--- config.mk ---
export PLATFORM = sky130hd
export DESIGN_NAME = diceroll_button_cond
export DESIGN_NICKNAME = d
export VERILOG_FILES = /design/src/rtl/diceroll_button_cond_pkg.sv /design/src/rtl/diceroll_sync2.sv /design/src/rtl/diceroll_button_cond.sv
export SDC_FILE = /design/constraint.sdc
export NUM_CORES = 1
export LEC_CHECK = 0
export CORE_MARGIN = 2
export CORE_UTILIZATION = 54
export DETAILED_ROUTE_END_ITERATION = 16
export GPL_TIMING_DRIVEN = 0
export HOLD_SLACK_MARGIN = 0.03
export PLACE_DENSITY = 0.77
export SKIP_CTS_REPAIR_TIMING = 1
export SYNTH_ARGS = -nofsm -noshare
export SYNTH_HDL_FRONTEND = slang
export SYNTH_SLANG_ARGS = --single-unit
--- constraint.sdc ---
create_clock -name CLK -period 1.9 [get_ports CLK]
set_input_delay 0.38 -clock CLK [delete_from_list [all_inputs] [get_ports CLK]]
set_output_delay 0.38 -clock CLK [all_outputs]
set_load 0.005 [all_outputs]
--- src/rtl/diceroll_button_cond_pkg.sv ---
// Shared definitions for the dice roller front end: FSM state encodings and
// default timing/width values reused by the button conditioner and dice stage.
package diceroll_button_cond_pkg;

  typedef enum logic [1:0] {
    IDLE         = 2'd0,
    PRESS_WAIT   = 2'd1,
    HELD         = 2'd2,
    RELEASE_WAIT = 2'd3
  } state_t;

  localparam int DEF_DEBOUNCE_CYCLES = 4;
  localparam int DEF_LONG_CYCLES     = 16;
  localparam int DEF_SEED_W          = 8;

endpackage

--- src/rtl/diceroll_sync2.sv ---
// Two-flop synchroniser for the asynchronous button level; clears to 0 on reset.
module diceroll_sync2 (
  input  logic clk,
  input  logic rst_n,
  input  logic d,
  output logic q
);

  logic meta;

  always_ff @(posedge clk or negedge rst_n) begin
    if (!rst_n) begin
      meta <= 1'b0;
      q    <= 1'b0;
    end else begin
      meta <= d;
      q    <= meta;
    end
  end

endmodule

--- src/rtl/diceroll_button_cond.sv ---
// ROLL button conditioner: synchronise, debounce and edge-detect the raw button,
// measure hold duration as a dice seed and flag long presses.
module diceroll_button_cond
  import diceroll_button_cond_pkg::*;
#(
  parameter int DEBOUNCE_CYCLES = DEF_DEBOUNCE_CYCLES,
  parameter int LONG_CYCLES     = DEF_LONG_CYCLES,
  parameter int SEED_W          = DEF_SEED_W
) (
  input  logic              CLK,
  input  logic              RST,
  input  logic              roll_raw,
  output logic              roll_level,
  output logic              press_pulse,
  output logic              release_pulse,
  output logic              long_press,
  output logic [SEED_W-1:0] seed,
  output logic              seed_valid
);

  localparam int CNT_W  = $clog2(DEBOUNCE_CYCLES);
  localparam int LONG_W = $clog2(LONG_CYCLES + 1);
  localparam logic [CNT_W-1:0]  CNT_LAST = CNT_W'(DEBOUNCE_CYCLES - 1);
  localparam logic [LONG_W-1:0] LONG_MAX = LONG_W'(LONG_CYCLES);

  logic              s;
  state_t            state, state_nxt;
  logic [CNT_W-1:0]  cnt;
  logic [SEED_W-1:0] hold_cnt;
  logic [LONG_W-1:0] long_cnt, long_nxt;
  logic              press_acc, release_acc, level_nxt, in_hold;

  diceroll_sync2 u_sync (
    .clk   (CLK),
    .rst_n (RST),
    .d     (roll_raw),
    .q     (s)
  );

  always_ff @(posedge CLK or negedge RST) begin
    if (!RST) state <= IDLE;
    else      state <= state_nxt;
  end

  always_comb begin
    state_nxt   = state;
    press_acc   = 1'b0;
    release_acc = 1'b0;
    case (state)
      IDLE: begin
        if (s) state_nxt = PRESS_WAIT;
      end
      PRESS_WAIT: begin
        if (!s) begin
          state_nxt = IDLE;
        end else if (cnt == CNT_LAST) begin
          state_nxt = HELD;
          press_acc = 1'b1;
        end
      end
      HELD: begin
        if (!s) state_nxt = RELEASE_WAIT;
      end
      RELEASE_WAIT: begin
        if (s) begin
          state_nxt = HELD;
        end else if (cnt == CNT_LAST) begin
          state_nxt   = IDLE;
          release_acc = 1'b1;
        end
      end
      default: state_nxt = IDLE;
    endcase
  end

  // Debounced level is high from HELD entry until the release is accepted.
  always_comb begin
    level_nxt = (state_nxt == HELD) || (state_nxt == RELEASE_WAIT);
    in_hold   = (state == HELD) || (state == RELEASE_WAIT);
  end

  always_comb begin
    long_nxt = long_cnt;
    if (press_acc) long_nxt = '0;
    else if (in_hold && (long_cnt != LONG_MAX)) long_nxt = long_cnt + 1'b1;
  end

  always_ff @(posedge CLK or negedge RST) begin
    if (!RST) begin
      cnt           <= '0;
      hold_cnt      <= '0;
      long_cnt      <= '0;
      roll_level    <= 1'b0;
      press_pulse   <= 1'b0;
      release_pulse <= 1'b0;
      long_press    <= 1'b0;
      seed          <= '0;
      seed_valid    <= 1'b0;
    end else begin
      if (state_nxt != state) cnt <= '0;
      else if ((state == PRESS_WAIT) || (state == RELEASE_WAIT)) cnt <= cnt + 1'b1;

      // Bounce returns to HELD keep counting, so the seed includes them.
      if (press_acc) hold_cnt <= '0;
      else if (in_hold) hold_cnt <= hold_cnt + 1'b1;

      long_cnt      <= long_nxt;
      long_press    <= level_nxt && (long_nxt == LONG_MAX);
      roll_level    <= level_nxt;
      press_pulse   <= press_acc;
      release_pulse <= release_acc;
      seed_valid    <= release_acc;
      if (release_acc) seed <= hold_cnt;
    end
  end

endmodule

==> results.txt, run 1 <==
Outcome: complete, no violations
Post-Synthesis Cells: 122
Crit. path cell count: 1
Post-synth EDFFs: 0
Die ar.: 0.00305 mm2
Final Cycle Share: 94.4%
GPL Wtd Cong: 0.759
Setup crit end kind: output pin
Commonest cells after routing, fill and taps aside: 30 x dfrtp_1, 14 x clkdlybuf4s50_1, 10 x nand2_1, 9 x nor2_1, 8 x mux2_2
Main synth FF type: dfrtp_1
Min cycle time layout: 1790 ps
Crit Path Max Fanout: 6
DP HPWL: 1770 um
Layout cell share with drive strength beyond 1: 20.0%
Cell Chain, Critical Path: clkdlybuf4s50_1
CTS Buffer Depth: 2
Drt wl/cell: 14.2 um
P&R area growth vs syn: 17.1%
Die X-Extent: 55.2 um
Slew margin rel.: 57.5%
Synthesized area per cell: 11.6 um2
Leakage: 0.774 nW
GR Overflow Total: 0
Row count: 18
Worst r2r src: long_cnt[0]
Initial antenna violation count: 0
TritonCTS clock tree: built
Total of max-cap violations: 0
Fin util: 67.0%
Largest net degree at the start of global routing: 31
Final count of hold timing violations: 0
Router iterations before antenna repair: 4
Reg2reg end: long_press
Initial DRC Count: 5
Cell Pwr Density: 786 mW/mm2
CP max-delay cell: clkdlybuf4s50_1
R2R depth: 6
Crit path max-delay family: buffers and inverters
WP buf/inv: 1
Global-route met1 utilization: 23.2%
Final Skew: 3.96 ps
Routed WL: 2480 um
Total power: 1.30 mW
Vias in the first global route: 1000
Area occupied by multi-input gates: 614 um2
Initial Util: 57.2%
Register area share after synthesis: 53.0%
Vias per cell: 5.59
Pre-CTS setup slack: -65.8 ps
R2R setup slack: 280 ps
Buffers on Ports: 15
Design Area, Final: 0.00166 mm2
Post-Layout Cell Count: 175
Synthesis Warnings: 0
# fillers: 194
Min-Delay Path Class: input pin to asynchronous set/reset pin
Clock root buffer master: clkbuf_4
Setup violations, final: 0
Syn_nets: 130
Met2 usage: 29.1%
Register area: 751 um2
CTS Buf Count: 5
Global Route Usage Sum: 18.6%
Asr flop ratio synth: 100%
Clock Pin Slew Worst Setup and Hold Paths: 90 ps
FF+latch count, synth: 30
Crit path required time: 1520 ps
Netlist cell types: 37
Via count: 978
# diodes: 0
Measured slew at the worst slew-check pin: 637 ps
Met3 GRT Util: 6.56%
Placed instance area: 0.00161 mm2
Fin. max-slew vios: 0
Fmax: 557 MHz
Placed insts: 167
Endpoint of the worst setup timing path: roll_level
Layout net count: 152
CP startpoint: roll_level
RSZ-0062 raised after global routing: false
First-pass GRT wire length: 4370 um
Max rail drop VDD: 0.726 mV
Critical Path AT: 1410 ps
Synth Cell Area: 0.00142 mm2
Sink Count: 30
Drc violations: 0
Core area: 0.00248 mm2
Clk_lat worst skew: 330 ps
Die height: 55.2 um
Critical setup path kind: flop to output pin
Antenna viol nets, final: 0
CP Launch Type: flop
GR peak layer: met2
Commonest non-fill, non-tap cell in the layout: dfrtp_1
# IOs: 16
Final setup margin: 106 ps
Slowest stage delay, CP: 570 ps
H-tree Lvls: 2
## cell usage after synthesis, types with 2 or more instances
cell type	number	area, um2
a21oi_1	6	30.0
buf_2	3	15.0
dfrtp_1	30	751
ha_1	5	62.6
inv_1	4	15.0
mux2_2	8	90.1
nand2_1	10	37.5
nand2b_1	3	18.8
nand3_1	2	10.0
nand4_1	4	25.0
nor2_1	9	33.8
nor3_1	2	10.0
o21ai_0	4	20.0
or3_1	2	12.5
xnor2_1	3	26.3
xor2_1	6	52.6
## metal layers
layer	part of all wire, %	routed length [um]
met5	0	0
met4	2.1	52
met3	4.3	106
met2	49	1210
met1	45	1110
## report_power, final
part,internal [mW],switching (mW)
Sequential,0.682,0.0598
Clock,0.179,0.211
Combinational,0.0787,0.0937
Total,0.940,0.364
## worst min path at each step
stage | slack [ps] | startpoint | end | depth (start not counted)
2_1_floorplan | 80 | RST | cnt[0] | 0
3_3_place_gp | 340 | u_sync.meta | u_sync.q | 0
3_5_place_dp | 340 | u_sync.meta | u_sync.q | 0
4_1_cts | 360 | u_sync.meta | u_sync.q | 0
5_1_grt | 120 | RST | hold_cnt[4] | 1
6_report | 70 | RST | seed[4] | 1
## cells by family after synthesis
kind of cell	Yosys count	synth area share, %
AO/OA/AOI/OAI	15	6.80
AND/OR/NAND/NOR	44	19.1
buffers and inverters	10	3.71
adder cells (fa/ha/maj)	5	4.41
multiplexers	8	6.36
flip-flops	30	53.0
XOR/XNOR	10	6.71
## state kept, by name, summed over array words and instances, names as in the netlist
| signal | flops |
|---|---|
| u_sync.meta | 1 |
| cnt | 2 |
| press_pulse | 1 |
| u_sync.q | 1 |
| roll_level | 1 |
| long_press | 1 |
| long_cnt | 5 |
| state | 1 |
| hold_cnt | 8 |
| seed | 8 |
| seed_valid | 1 |
## metrics by stage
step,TNS (ps),hold slack (ps)
after global placement,-491,338
final,0,67.3
after detailed placement,-1930,340
after CTS,0,362
after global routing,0,119
after floorplan,0,84.4
## worst register-to-register path: stages (launching register included)
cell	delay [ps]
dfrtp_1	440
inv_1	120
ha_1	180
nand4bb_1	180
a211oi_1	290
o221ai_1	170
nor4_2	150
## final cells by class
cell class	count	area share (%)
buffer	5	2.03
clock buffer	7	3.32
clock inverter	1	0.301
inverter	5	1.13
multi-input combinational	82	37.0
sequential	30	45.2
tap	30	2.26
timing repair buffer	15	8.74
No activity file was read; power rests on OpenSTA's default activity.
==> inputs of run 2 (changes only) <==
Settings changed: CORE_MARGIN 2 to 4, HOLD_SLACK_MARGIN 0.03 to unset.
==> results.txt, run 2 (synthesized netlist as in run 1, its figures left out) <==
Slowest stage delay, CP: 560 ps
Min cycle time layout: 1760 ps
Outcome: complete, no violations
Buffers on Ports: 15
Core area: 0.00250 mm2
CP max-delay cell: clkdlybuf4s50_1
Measured slew at the worst slew-check pin: 640 ps
Clock Pin Slew Worst Setup and Hold Paths: 90 ps
Sink Count: 30
Register area: 751 um2
# IOs: 16
Routed WL: 2500 um
Initial antenna violation count: 0
Placed insts: 167
Crit path required time: 1520 ps
Fin util: 66.4%
Initial DRC Count: 24
Setup crit end kind: output pin
Final Cycle Share: 92.4%
Final Skew: 4.03 ps
DP HPWL: 1760 um
Slew margin rel.: 57.3%
Fmax: 570 MHz
Drc violations: 0
Global Route Usage Sum: 17.3%
Initial Util: 56.7%
Cell Chain, Critical Path: clkdlybuf4s50_1
Die X-Extent: 59.2 um
Vias per cell: 5.69
CTS Buf Count: 5
Pre-CTS setup slack: -58.6 ps
Final count of hold timing violations: 0
Area occupied by multi-input gates: 614 um2
Row count: 18
Layout net count: 152
Max rail drop VDD: 0.677 mV
RSZ-0062 raised after global routing: false
Leakage: 0.774 nW
Clock root buffer master: clkbuf_4
Min-Delay Path Class: input pin to asynchronous set/reset pin
GPL Wtd Cong: 0.869
Commonest cells after routing, fill and taps aside: 30 x dfrtp_1, 14 x clkdlybuf4s50_1, 10 x nand2_1, 9 x nor2_1, 8 x mux2_2
Layout cell share with drive strength beyond 1: 20.0%
CTS Buffer Depth: 2
Drt wl/cell: 14.3 um
Die height: 59.2 um
First-pass GRT wire length: 4380 um
Cell Pwr Density: 783 mW/mm2
Critical Path AT: 1380 ps
# fillers: 197
H-tree Lvls: 2
Via count: 995
Fin. max-slew vios: 0
Commonest non-fill, non-tap cell in the layout: dfrtp_1
CP Launch Type: flop
Largest net degree at the start of global routing: 31
Final setup margin: 144 ps
Antenna viol nets, final: 0
Crit Path Max Fanout: 6
Setup violations, final: 0
Crit path max-delay family: buffers and inverters
Clk_lat worst skew: 320 ps
Top flop regs: hold_cnt (8), seed (8), long_cnt (5)
Die ar.: 0.00351 mm2
Critical setup path kind: flop to output pin
TritonCTS clock tree: built
# diodes: 0
P&R area growth vs syn: 17.1%
Post-Layout Cell Count: 175
Total of max-cap violations: 0
GR Overflow Total: 0
Vias in the first global route: 1006
Router iterations before antenna repair: 4
WP buf/inv: 1
run 2: worst reg2reg max path, stage by stage (launching register included):
cell,delay (ps)
dfrtp_1,430
inv_1,110
ha_1,200
nand4bb_1,160
a211oi_1,340
o221ai_1,190
nor4_2,140
run 2: path summary, 6_finish.rpt:
path                                  start           to  slack, ps  cells past startpoint
min in group CLK                u_sync.meta     u_sync.q        360                      0
max in group asynchronous               RST      seed[6]       1420                      1
worst min-delay path                    RST  hold_cnt[4]         70                      1
worst max-delay path             roll_level   roll_level        140                      1
worst min register to register  u_sync.meta     u_sync.q        360                      0
worst max register to register  long_cnt[0]   long_press        230                      6
run 2: report_power, final:
part           internal, mW  switching (mW)
Sequential            0.682          0.0569
Clock                 0.179           0.205
Combinational        0.0794          0.0986
run 2: routing by layer:
layer  vias up  track usage [%]  part of all wire [%]
met5         -                0                     0
met4         0             11.3                   3.5
met3        10             6.10                   5.8
met2        24             26.8                    49
met1       487             20.1                    42
li1        474                -                     -
run 2: layout make-up:
cell class / count / share of cell area, %
clock inverter: 1 / 0.301
sequential: 30 / 45.2
buffer: 5 / 2.03
tap: 30 / 2.26
inverter: 5 / 1.13
timing repair buffer: 15 / 8.74
clock buffer: 7 / 3.32
multi-input combinational: 82 / 37.0
run 2: per-stage QoR:
step / area, um2 / hold slack [ps] / total power [mW] / TNS (ps)
floorplan: 1420 / 84.4 / 0.864 / 0
global placement: 1610 / 339 / 0.910 / -611
detailed placement: 1610 / 340 / 0.927 / -1730
CTS: 1670 / 362 / 1.32 / 0
global route: 1660 / 101 / 1.39 / 0
finish: 1660 / 68.1 / 1.30 / 0
==> inputs of run 3 (changes only) <==
Settings changed: ABC_AREA set to 1.
==> results.txt, run 3 <==
Synth Cell Area: 0.00144 mm2
Outcome: complete, no violations
Post-Synthesis Cells: 166
P&R area growth vs syn: 15.8%
Crit path required time: 1520 ps
Commonest cells after routing, fill and taps aside: 47 x nand2_1, 30 x dfrtp_1, 21 x inv_1, 14 x clkdlybuf4s50_1, 11 x nor2_1
Initial antenna violation count: 0
Worst r2r src: long_cnt[0]
# IOs: 16
Reg2reg end: long_press
Layout cell share with drive strength beyond 1: 13.3%
Clk_lat worst skew: 320 ps
Commonest non-fill, non-tap cell in the layout: nand2_1
CTS Buf Count: 5
Core area: 0.00252 mm2
Setup violations, final: 0
Synth area leader: dfrtp_1
Router iterations before antenna repair: 4
Sink Count: 30
Drc violations: 0
R2R setup slack: 380 ps
Min cycle time layout: 1680 ps
First-pass GRT wire length: 4770 um
Netlist cell types: 25
Vias per cell: 5.20
RSZ-0062 raised after global routing: false
TritonCTS clock tree: built
Fin. max-slew vios: 0
Register area share after synthesis: 52.0%
GR peak layer: met2
Met3 GRT Util: 5.83%
DP HPWL: 1990 um
Critical setup path kind: flop to output pin
Initial DRC Count: 52
Initial Util: 57.2%
Slowest stage delay, CP: 540 ps
CP max-delay cell: clkdlybuf4s50_1
Main synth FF type: dfrtp_1
Max rail drop VDD: 0.901 mV
Final Skew: 7.51 ps
Synthesized area per cell: 8.70 um2
Drt wl/cell: 12.4 um
# diodes: 0
GPL Wtd Cong: 0.772
Leakage: 0.848 nW
Most frequent cell after synthesis: nand2_1
CP startpoint: roll_level
Total power: 1.82 mW
Crit path max-delay family: buffers and inverters
Min-Delay Path Class: input pin to asynchronous set/reset pin
Post-synth EDFFs: 0
FF+latch count, synth: 30
Buffers on Ports: 15
Synth top area cells: dfrtp_1 52%, nand2_1 12%, inv_1 5.5%
WP buf/inv: 1
Cell Pwr Density: 1090 mW/mm2
CTS Buffer Depth: 2
R2R depth: 12
Post-synth top cells: 47 x nand2_1, 30 x dfrtp_1, 21 x inv_1
Final count of hold timing violations: 0
Fmax: 594 MHz
Largest net degree at the start of global routing: 31
Clock root buffer master: clkbuf_4
Row count: 18
Min Hold Slack: 71.4 ps
Antenna viol nets, final: 0
Die ar.: 0.00357 mm2
Setup crit end kind: output pin
Die height: 59.7 um
Slew margin rel.: 56.3%
Final Cycle Share: 88.5%
Critical Path AT: 1300 ps
Top flop regs: hold_cnt (8), seed (8), long_cnt (5)
Total of max-cap violations: 0
Met2 usage: 31.0%
Crit Path Max Fanout: 5
Measured slew at the worst slew-check pin: 655 ps
Asr flop ratio synth: 100%
Cell Chain, Critical Path: clkdlybuf4s50_1
Global-route met1 utilization: 20.4%
Synthesis Warnings: 0
GR Overflow Total: 0
Layout net count: 196
H-tree Lvls: 2
Vias in the first global route: 1155
Routed WL: 2700 um
Die X-Extent: 59.7 um
Syn_nets: 174
Via count: 1133
Global Route Usage Sum: 17.9%
Yosys top cell area share: 52.0%
Clock Pin Slew Worst Setup and Hold Paths: 90 ps
CP Launch Type: flop
run 3: changes by cell type in the layout (fill, tap and decap cells not counted), moves of 3 or more:
cell / previous run / this run
a21oi_1: 6 / 9
buf_2: 4 / 1
inv_1: 4 / 21
mux2_2: 8 / 0
nand2_1: 10 / 47
nand2b_1: 3 / 0
nand3_1: 2 / 6
o21ai_0: 4 / 7
o21ai_2: 0 / 7
xnor2_1: 3 / 0
xor2_1: 6 / 0
run 3: final cells by class:
| cell class | count | area (um2) |
|---|---|---|
| Buffer | 3 | 22.5 |
| Inverter | 24 | 90.1 |
| Tap cell | 30 | 37.5 |
| Sequential cell | 30 | 751 |
| Timing Repair Buffer | 15 | 145 |
| Fill cell | 211 | 851 |
| Multi-Input combinational cell | 109 | 581 |
| Clock buffer | 7 | 45.0 |
run 3: power breakdown:
group	switching, mW	internal, mW
clock network	0.197	0.139
logic	0.366	0.226
registers	0.137	0.759
total	0.700	1.12
run 3: through the flow:
stage | cell area [um2] | cells | utilization, % | setup WS, ps | TNS (ps)
3_5_place_dp | 1630 | 211 | 64.7 | -89.0 | -2630
4_1_cts | 1680 | 218 | 66.5 | 203 | 0
2_1_floorplan | 1440 | 166 | - | 619 | 0
5_1_grt | 1670 | 218 | 66.3 | 162 | 0
3_3_place_gp | 1630 | 211 | 64.7 | -36.4 | -1070
6_report | 1670 | 218 | 66.3 | 218 | 0
run 3: routing by layer:
layer,routed length (um),up-vias,part of all wire (%)
li1,-,568,-
met1,1130,539,42
met2,1410,20,52
met3,129,6,4.8
met4,36,0,1.3
met5,0,-,0
run 3: worst max path at each step:
stage / to / slack [ps] / depth (start not counted)
6_report: roll_level / 220 / 1
5_1_grt: roll_level / 160 / 1
4_1_cts: roll_level / 200 / 1
3_5_place_dp: long_cnt[1] / -90 / 1
3_3_place_gp: u_sync.meta / -40 / 1
2_1_floorplan: long_press / 620 / 11
run 3: cell families (layout without fill, tap and decap cells):
| family | after synthesis | count (layout) | share of synthesized area (%) |
|---|---|---|---|
| adder cells (fa/ha/maj) | 5 | 5 | 4.33 |
| buffers and inverters | 27 | 49 | 7.80 |
| AND/OR/NAND/NOR | 77 | 77 | 24.2 |
| flip-flops | 30 | 30 | 52.0 |
| AO/OA/AOI/OAI | 27 | 27 | 11.7 |
